<file path="config.mk">
export PLATFORM = sky130hd
export DESIGN_NAME = count_direction_decoder
export DESIGN_NICKNAME = d
export VERILOG_FILES = /design/src/rtl/fsm_cnt_pkg.sv /design/src/rtl/cnt_sync.sv /design/src/rtl/count_direction_decoder.sv
export SDC_FILE = /design/constraint.sdc
export NUM_CORES = 1
export LEC_CHECK = 0
export ABC_AREA = 1
export BUFFER_PORTS_ARGS = -buffer_cell sky130_fd_sc_hd__buf_2
export CAP_MARGIN = 25
export CORE_UTILIZATION = 40
export DETAILED_ROUTE_END_ITERATION = 10
export GPL_TIMING_DRIVEN = 0
export SYNTH_ARGS = -nofsm -noshare
export SYNTH_HDL_FRONTEND = slang
export SYNTH_SLANG_ARGS = --single-unit
</file>
<file path="constraint.sdc">
create_clock -name Clk -period 2.91 [get_ports Clk]
set_clock_uncertainty 0.1 [all_clocks]
set_input_delay 0.4365 -clock Clk [delete_from_list [all_inputs] [get_ports Clk]]
set_output_delay 0.4365 -clock Clk [all_outputs]
set_load 0.1 [all_outputs]
</file>
<file path="src/rtl/fsm_cnt_pkg.sv">
// Shared definitions for the 2-bit up/down counter and its receive-side
// direction decoder: FSM state codes, command codes and the wrap-around
// delta helper.
package fsm_cnt_pkg;

    typedef enum logic [1:0] {
        ST_ACQ   = 2'd0,
        ST_TRACK = 2'd1,
        ST_FAULT = 2'd2
    } state_t;

    localparam logic [1:0] X_HOLD = 2'b00;
    localparam logic [1:0] X_UP   = 2'b01;
    localparam logic [1:0] X_DOWN = 2'b10;
    localparam logic [1:0] X_ERR  = 2'b11;

    // Step between two consecutive samples of a mod-4 count:
    // 0 = no motion, 1 = +1, 3 = -1, 2 = ambiguous (a step was missed).
    function automatic logic [1:0] delta_mod4(input logic [1:0] cur,
                                              input logic [1:0] prev);
        return cur - prev;
    endfunction

endpackage

</file>
<file path="src/rtl/cnt_sync.sv">
// Multi-stage synchronizer for the 2-bit count coming from the counter.
// Free-running; the count is Gray-like in the sense that legal steps change
// the value by one, and illegal jumps are caught downstream as faults.
module cnt_sync #(
    parameter int SYNC_STAGES = 2
) (
    input  logic       clk,
    input  logic       rst,
    input  logic [1:0] din,
    output logic [1:0] dout
);

    logic [1:0] stage_reg [SYNC_STAGES];

    generate
        for (genvar gi = 0; gi < SYNC_STAGES; gi++) begin : g_stage
            if (gi == 0) begin : g_first
                // First stage captures the (possibly asynchronous) input.
                always_ff @(posedge clk or negedge rst) begin
                    if (!rst) stage_reg[gi] <= 2'b00;
                    else      stage_reg[gi] <= din;
                end
            end else begin : g_rest
                // Later stages give metastability time to resolve.
                always_ff @(posedge clk or negedge rst) begin
                    if (!rst) stage_reg[gi] <= 2'b00;
                    else      stage_reg[gi] <= stage_reg[gi-1];
                end
            end
        end
    endgenerate

    assign dout = stage_reg[SYNC_STAGES-1];

endmodule

</file>
<file path="src/rtl/count_direction_decoder.sv">
// Receive side of the 2-bit up/down counter: synchronizes the count,
// recovers the per-step direction command, keeps a wide position and
// reports missed steps (jumps of 2) as a sticky fault.
module count_direction_decoder
    import fsm_cnt_pkg::*;
#(
    parameter int POS_W       = 8,
    parameter int SYNC_STAGES = 2,
    parameter int ERR_W       = 4
) (
    input  logic             Clk,
    input  logic             Rst,
    input  logic             En,
    input  logic [1:0]       Cuenta_in,
    input  logic             Clr_Err,
    output logic [1:0]       X_out,
    output logic             Step_Up,
    output logic             Step_Dn,
    output logic [POS_W-1:0] Pos,
    output logic             Err,
    output logic [ERR_W-1:0] Err_Cnt
);

    logic [1:0]       cur;
    logic [1:0]       delta;
    logic [1:0]       prev_reg;
    state_t           state_reg;
    logic [1:0]       x_reg;
    logic             up_reg;
    logic             dn_reg;
    logic [POS_W-1:0] pos_reg;
    logic             err_reg;
    logic [ERR_W-1:0] err_cnt_reg;

    cnt_sync #(
        .SYNC_STAGES(SYNC_STAGES)
    ) u_sync (
        .clk (Clk),
        .rst (Rst),
        .din (Cuenta_in),
        .dout(cur)
    );

    assign delta = delta_mod4(cur, prev_reg);

    // Decode FSM and datapath; every output is registered here.
    always_ff @(posedge Clk or negedge Rst) begin
        if (!Rst) begin
            state_reg   <= ST_ACQ;
            prev_reg    <= 2'b00;
            x_reg       <= X_HOLD;
            up_reg      <= 1'b0;
            dn_reg      <= 1'b0;
            pos_reg     <= '0;
            err_reg     <= 1'b0;
            err_cnt_reg <= '0;
        end else begin
            // Pulses last one cycle and the reference always follows the
            // synchronized count, so motion while idle is discarded.
            up_reg   <= 1'b0;
            dn_reg   <= 1'b0;
            prev_reg <= cur;
            case (state_reg)
                ST_ACQ: begin
                    x_reg <= X_HOLD;
                    if (Clr_Err) err_reg <= 1'b0;
                    if (En) state_reg <= ST_TRACK;
                end
                ST_TRACK: begin
                    if (!En) begin
                        x_reg <= X_HOLD;
                        if (Clr_Err) err_reg <= 1'b0;
                    end else begin
                        case (delta)
                            2'd1: begin
                                x_reg   <= X_UP;
                                up_reg  <= 1'b1;
                                pos_reg <= pos_reg + POS_W'(1);
                                if (Clr_Err) err_reg <= 1'b0;
                            end
                            2'd3: begin
                                x_reg   <= X_DOWN;
                                dn_reg  <= 1'b1;
                                pos_reg <= pos_reg - POS_W'(1);
                                if (Clr_Err) err_reg <= 1'b0;
                            end
                            2'd2: begin
                                // A missed step beats a concurrent clear.
                                x_reg     <= X_ERR;
                                err_reg   <= 1'b1;
                                state_reg <= ST_FAULT;
                                if (err_cnt_reg != '1)
                                    err_cnt_reg <= err_cnt_reg + ERR_W'(1);
                            end
                            default: begin
                                x_reg <= X_HOLD;
                                if (Clr_Err) err_reg <= 1'b0;
                            end
                        endcase
                    end
                end
                ST_FAULT: begin
                    // Position is frozen until software acknowledges.
                    if (Clr_Err) begin
                        err_reg   <= 1'b0;
                        x_reg     <= X_HOLD;
                        state_reg <= ST_ACQ;
                    end else begin
                        x_reg <= X_ERR;
                    end
                end
                default: begin
                    x_reg     <= X_HOLD;
                    state_reg <= ST_ACQ;
                end
            endcase
        end
    end

    assign X_out   = x_reg;
    assign Step_Up = up_reg;
    assign Step_Dn = dn_reg;
    assign Pos     = pos_reg;
    assign Err     = err_reg;
    assign Err_Cnt = err_cnt_reg;

endmodule
</file>
Word level (Yosys, flattened, before mapping)
Cells that the tools add are included.
- add/subtract/negate cells: 4
- muxes and demuxes: 20
- multiply operators: 0
- shift operators: 0
- eq/ne operators: 10
- divide/modulo/power cells: 0
- bitwise gates (word level): 0
- reduce and logical (&&, ||, !) cells: 7
- $lt $le $gt $ge: 0
- operators by type and width (cell ; count):
    case mux 8 bit (2 select lines) ; 1
    2-to-1 mux 2 bit ; 6
    case mux 2 bit (3 select lines) ; 2
    2-to-1 mux 1 bit ; 9
    adder 8 x 1 -> 8 bit (second input constant) ; 1
    inequality test 2 bit (second input constant) ; 4
    AND reduction 4 bit ; 2
    subtractor 8 x 1 -> 8 bit (second input constant) ; 1
    equality test 2 bit (second input constant) ; 3
    adder 4 x 1 -> 4 bit (second input constant) ; 1
    equality test 2 x 1 -> 1 bit (second input constant) ; 2
    inequality test 4 bit (second input constant) ; 1
    case mux 2 bit (2 select lines) ; 1
    nonzero test 2 bit ; 2
    AND reduction 3 bit ; 1
    zero test 2 bit ; 1
    case mux 1 bit (2 select lines) ; 1
    OR reduction 2 bit ; 1
    subtractor 2 bit ; 1
- memory bits (read-only): 0
- output and inout bits: 17
- bits in latches: 0
- bits in writable memories: 0
- memories kept: 0
- register bits: 25

Longest topological paths before layout
- depth in word-level cells: 5
- depth in mapped cells: 19

Modules after synthesis
Synthesis repeated with hierarchy kept, for this count alone.
- cell total of the unflattened synthesis: 162
- area, all modules: 1445.1 µm²
- modules (own cells, without submodules) (module ; times used ; area an instance (µm²) ; sequential area each (µm²) ; cells an instance):
    count_direction_decoder ; 1 ; 1330.0 ; 525.5 ; 156
    cnt_sync ; 1 ; 115.1 ; 100.1 ; 6

Worst setup path after synthesis
No wires, ideal clock.
- path kind: register -> register
- start point: register u_sync.stage_reg, in the netlist u_sync.dout[0]
- end point: register pos_reg[4] (netlist: Pos[4])
- cell stages (with the launch flop): 17
- setup time: 0.128 ns
- arrival: 1.986 ns
- buffers on the path: 1
- clock period less this slack: 2.214 ns
- slack: 0.696 ns
- path through: dfrtp_1 -> inv_1 -> ha_1 -> inv_1 -> nand3_1 -> nand2_2 -> inv_2 -> ha_1 -> buf_6 -> xor2_2 -> ha_1 -> inv_1 -> nand2_1 -> nand2_1 -> nand3_1 -> nand3_1 -> o21ai_1
- longest elaborated chain between the ends: 4
- elaborated cells between the ends (all ways): 6
- those cells by class: add/sub: 1; eq/ne: 2; mux: 1; reduce/logical: 2
- RTL lines (what ; line ; RTL):
    from (decl) ; cnt_sync.sv:13 ; logic [1:0] stage_reg [SYNC_STAGES];
    from (signal, indexed assignment) ; cnt_sync.sv:27 ; else stage_reg[gi] <= stage_reg[gi-1];
    subtractor 2 bit * ; fsm_cnt_pkg.sv:21 ; return cur - prev;
    equality test 2 bit / equality test 2 x 1 -> 1 bit (equally long branches) ; count_direction_decoder.sv:74 ; case (delta)
    nonzero test 2 bit (no source line) ; - ;
    AND reduction 3 bit (no source line) ; - ;
    to (signal assigned) ; count_direction_decoder.sv:78 ; pos_reg <= pos_reg + POS_W'(1);
    to (signal assigned) ; count_direction_decoder.sv:84 ; pos_reg <= pos_reg - POS_W'(1);
    to (decl) ; count_direction_decoder.sv:31 ; logic [POS_W-1:0] pos_reg;
Every way passes the cells marked *; elsewhere a longest branch is shown, timed or not.
A chain may end at the register's enable or synchronous reset.

Final worst setup path
Ends and elaborated chain as after synthesis.

==> impl_results.md <==
- Port bufs: 22
- Yosys warning total: 0
- Antenna cell count: 0
- Antenna Nets Post-Route: 0
- CTS Hold Bufs: 1
- Crit path time final: 2387 ps
- R2r worst-path depth: 16
- Die area: 3802 um^2
- Yosys cell types: 26
- R2r startpoint: u_sync.dout[0]
- Post-synthesis sequential area ratio: 0.4394
- RSZ-0062 raised after global routing: false
- Gpl congestion: 0.8118
- Rows: 21
- Initial core utilization: 0.4234
- Crit path DAT: 2520 ps
- DRC errors left: 0
- Die H: 61.66 um
- Root buffer cell: clkbuf_4
- Initial antenna violation count: 0
- Initial drt markers: 52
- Final setup fails: 0
- Relative slew slack: 0.6204
- Worst path bufs/invs: 5
- Drt total wl: 2718 um
- CTS Buf Count: 3
- Vias per cell: 4.746
- Final hold violations: 0
- H-Tree Depth: 1
- Final Cycle Share: 0.8204
- CP max-delay cell: dfrtp_1
- Hold endpoint: u_sync.stage_reg[2]
- Wire length of the first global-routing pass: 4491 um
- Post-CTS Repair Setup Buffers: 0
- Drt pass-1 iters: 4
- Net Count, Synth: 181
- Max-cap viol count: 0
- Min-Delay Path Class: in -> reg
- Worst hold slack: 102.5 ps
- Fin. max-slew vios: 0
- Peak Freq: 418.9 MHz
- DR vias: 1139
- Post-synthesis register bit count: 25
- Clock Latency Late Sink: 330 ps
- Die Wd: 61.66 um
- Sequence of cells on the critical path: inv_1 -> ha_1 -> inv_1 -> nand3_1 -> nand2_2 -> inv_2 -> ha_1 -> buf_6 -> xor2_2 -> ha_1 -> inv_1 -> nand2_1 -> nand2_1 -> nand3_1 -> nand3_1 -> o21ai_1
- Critical path's top delay family: adder cells
- Overall routing resource usage: 0.1617
- R2R Setup Slk: 520 ps
- Worst Path Required: 3040 ps
- Final HPWL DP: 2053 um
- I/O pin count: 23
- Critical setup path kind: reg -> reg
- Mean Syn Cell Area: 8.526 um^2
- RR Endpoint: Pos[4]
- Worst slew pin tran: 569.4 ps
- Clk sinks: 25
- Post-Synthesis Cells: 167
- Core area: 3363 um^2
- CP Depth: 16
- CTS Buffer Depth: 2
- Cts repair resizes: 0
- Nets@finish: 209
- CP max FO: 10
- CP Launch Type: flop
- Hold Path Cell Cnt: 1
- Hold Crit Start: Cuenta_in[0]
- FILL cells: 352
- Wirelength per Cell: 11.33 um
- Critical Path Sink Type: flop
- GR Overflow Total: 0
- Largest net degree at the start of global routing: 26
- Layout cell share with drive strength beyond 1: 0.2371
- Vias in the first global route: 1076
- Reg clk slew, reported paths: 160 ps
- Area delta synth->final: 14.68%
- Number of flip-flops in the largest register: 8
- Critical path's largest stage delay: 370 ps
- Outcome: finished clean
- Synth Cell Area: 1424 um^2
- TritonCTS clock tree: done
- TNS Setup: 0 ps
cells in the final DEF (no fill, tap or decap), types with 3 or more instances in the layout:
cell type	synthesis	routed
a21oi_1	3	3
nand3_2	3	3
clkbuf_4	0	3
nand2_2	3	3
inv_2	3	3
xnor2_1	3	3
nor2_1	7	7
inv_1	25	25
xor2_1	7	7
ha_1	8	8
nand3_1	15	15
nand2_1	40	40
nor2_4	3	3
buf_2	0	22
o21ai_0	6	6
dfrtp_1	25	25
nor2_2	3	3
metrics by stage:
step	setup WS, ps	instance area, um^2	instances	util
after floorplan	696.2	1424	167	-
after CTS	488.1	1633	240	0.4855
after detailed placement	522.5	1592	235	0.4732
final	522.6	1633	240	0.4855
after global routing	297.6	1633	240	0.4855
after global placement	583.9	1592	235	0.4732
cell families (layout without fill, tap and decap cells):
| group | after synthesis | after routing | synth area share |
|---|---|---|---|
| buf+inv | 30 | 57 | 0.08435 |
| fa+ha+maj | 8 | 8 | 0.07030 |
| flops | 25 | 25 | 0.4394 |
| simple gates | 78 | 78 | 0.2680 |
| mux | 1 | 1 | 0.007908 |
| xor+xnor | 11 | 11 | 0.07294 |
| compound gates | 14 | 14 | 0.05712 |
cells in the mapped netlist, drive strengths merged:
cell type,n,share of area
nand2,43,0.12
inv,28,0.074
dfrtp,25,0.44
nand3,18,0.074
nor2,13,0.055
ha,8,0.070
o21ai,8,0.028
xor2,8,0.054
a21oi,3,0.011
xnor2,3,0.018
nand4,2,0.0088
a32o,1,0.0070
buf,1,0.0079
clkinv,1,0.0026
mux2,1,0.0079
nor3,1,0.0070
o21bai,1,0.0053
o221ai,1,0.0062
or2,1,0.0044
metal layers:
| metal | wire, um | global-route usage |
|---|---|---|
| met3 | 120 | 0.03992 |
| met5 | 0 | 0 |
| met4 | 50 | 0.06032 |
| met1 | 1247 | 0.1887 |
| met2 | 1300 | 0.2857 |
cell type report:
type | count | area, um^2 | share of cell area
multi-input combinational | 112 | 678.2 | 0.4153
sequential | 25 | 625.6 | 0.3831
timing repair buffer | 23 | 120.1 | 0.07356
inverter | 29 | 108.9 | 0.06667
tap | 46 | 57.56 | 0.03525
clock buffer | 3 | 22.52 | 0.01379
buffer | 1 | 11.26 | 0.006897
clock inverter | 1 | 8.758 | 0.005364
how the worst max path moves through the flow:
stage               slack [ps]  endpoint           start
global placement           580    Pos[4]  u_sync.dout[0]
global route               300    Pos[6]  u_sync.dout[0]
detailed placement         520    Pos[4]  u_sync.dout[0]
CTS                        490    Pos[4]  u_sync.dout[0]
finish                     520    Pos[4]  u_sync.dout[0]
floorplan                  700    Pos[4]  u_sync.dout[0]
Power is not shown: default switching activity piles up to over one toggle a cycle in this logic, so the estimate is an artifact.
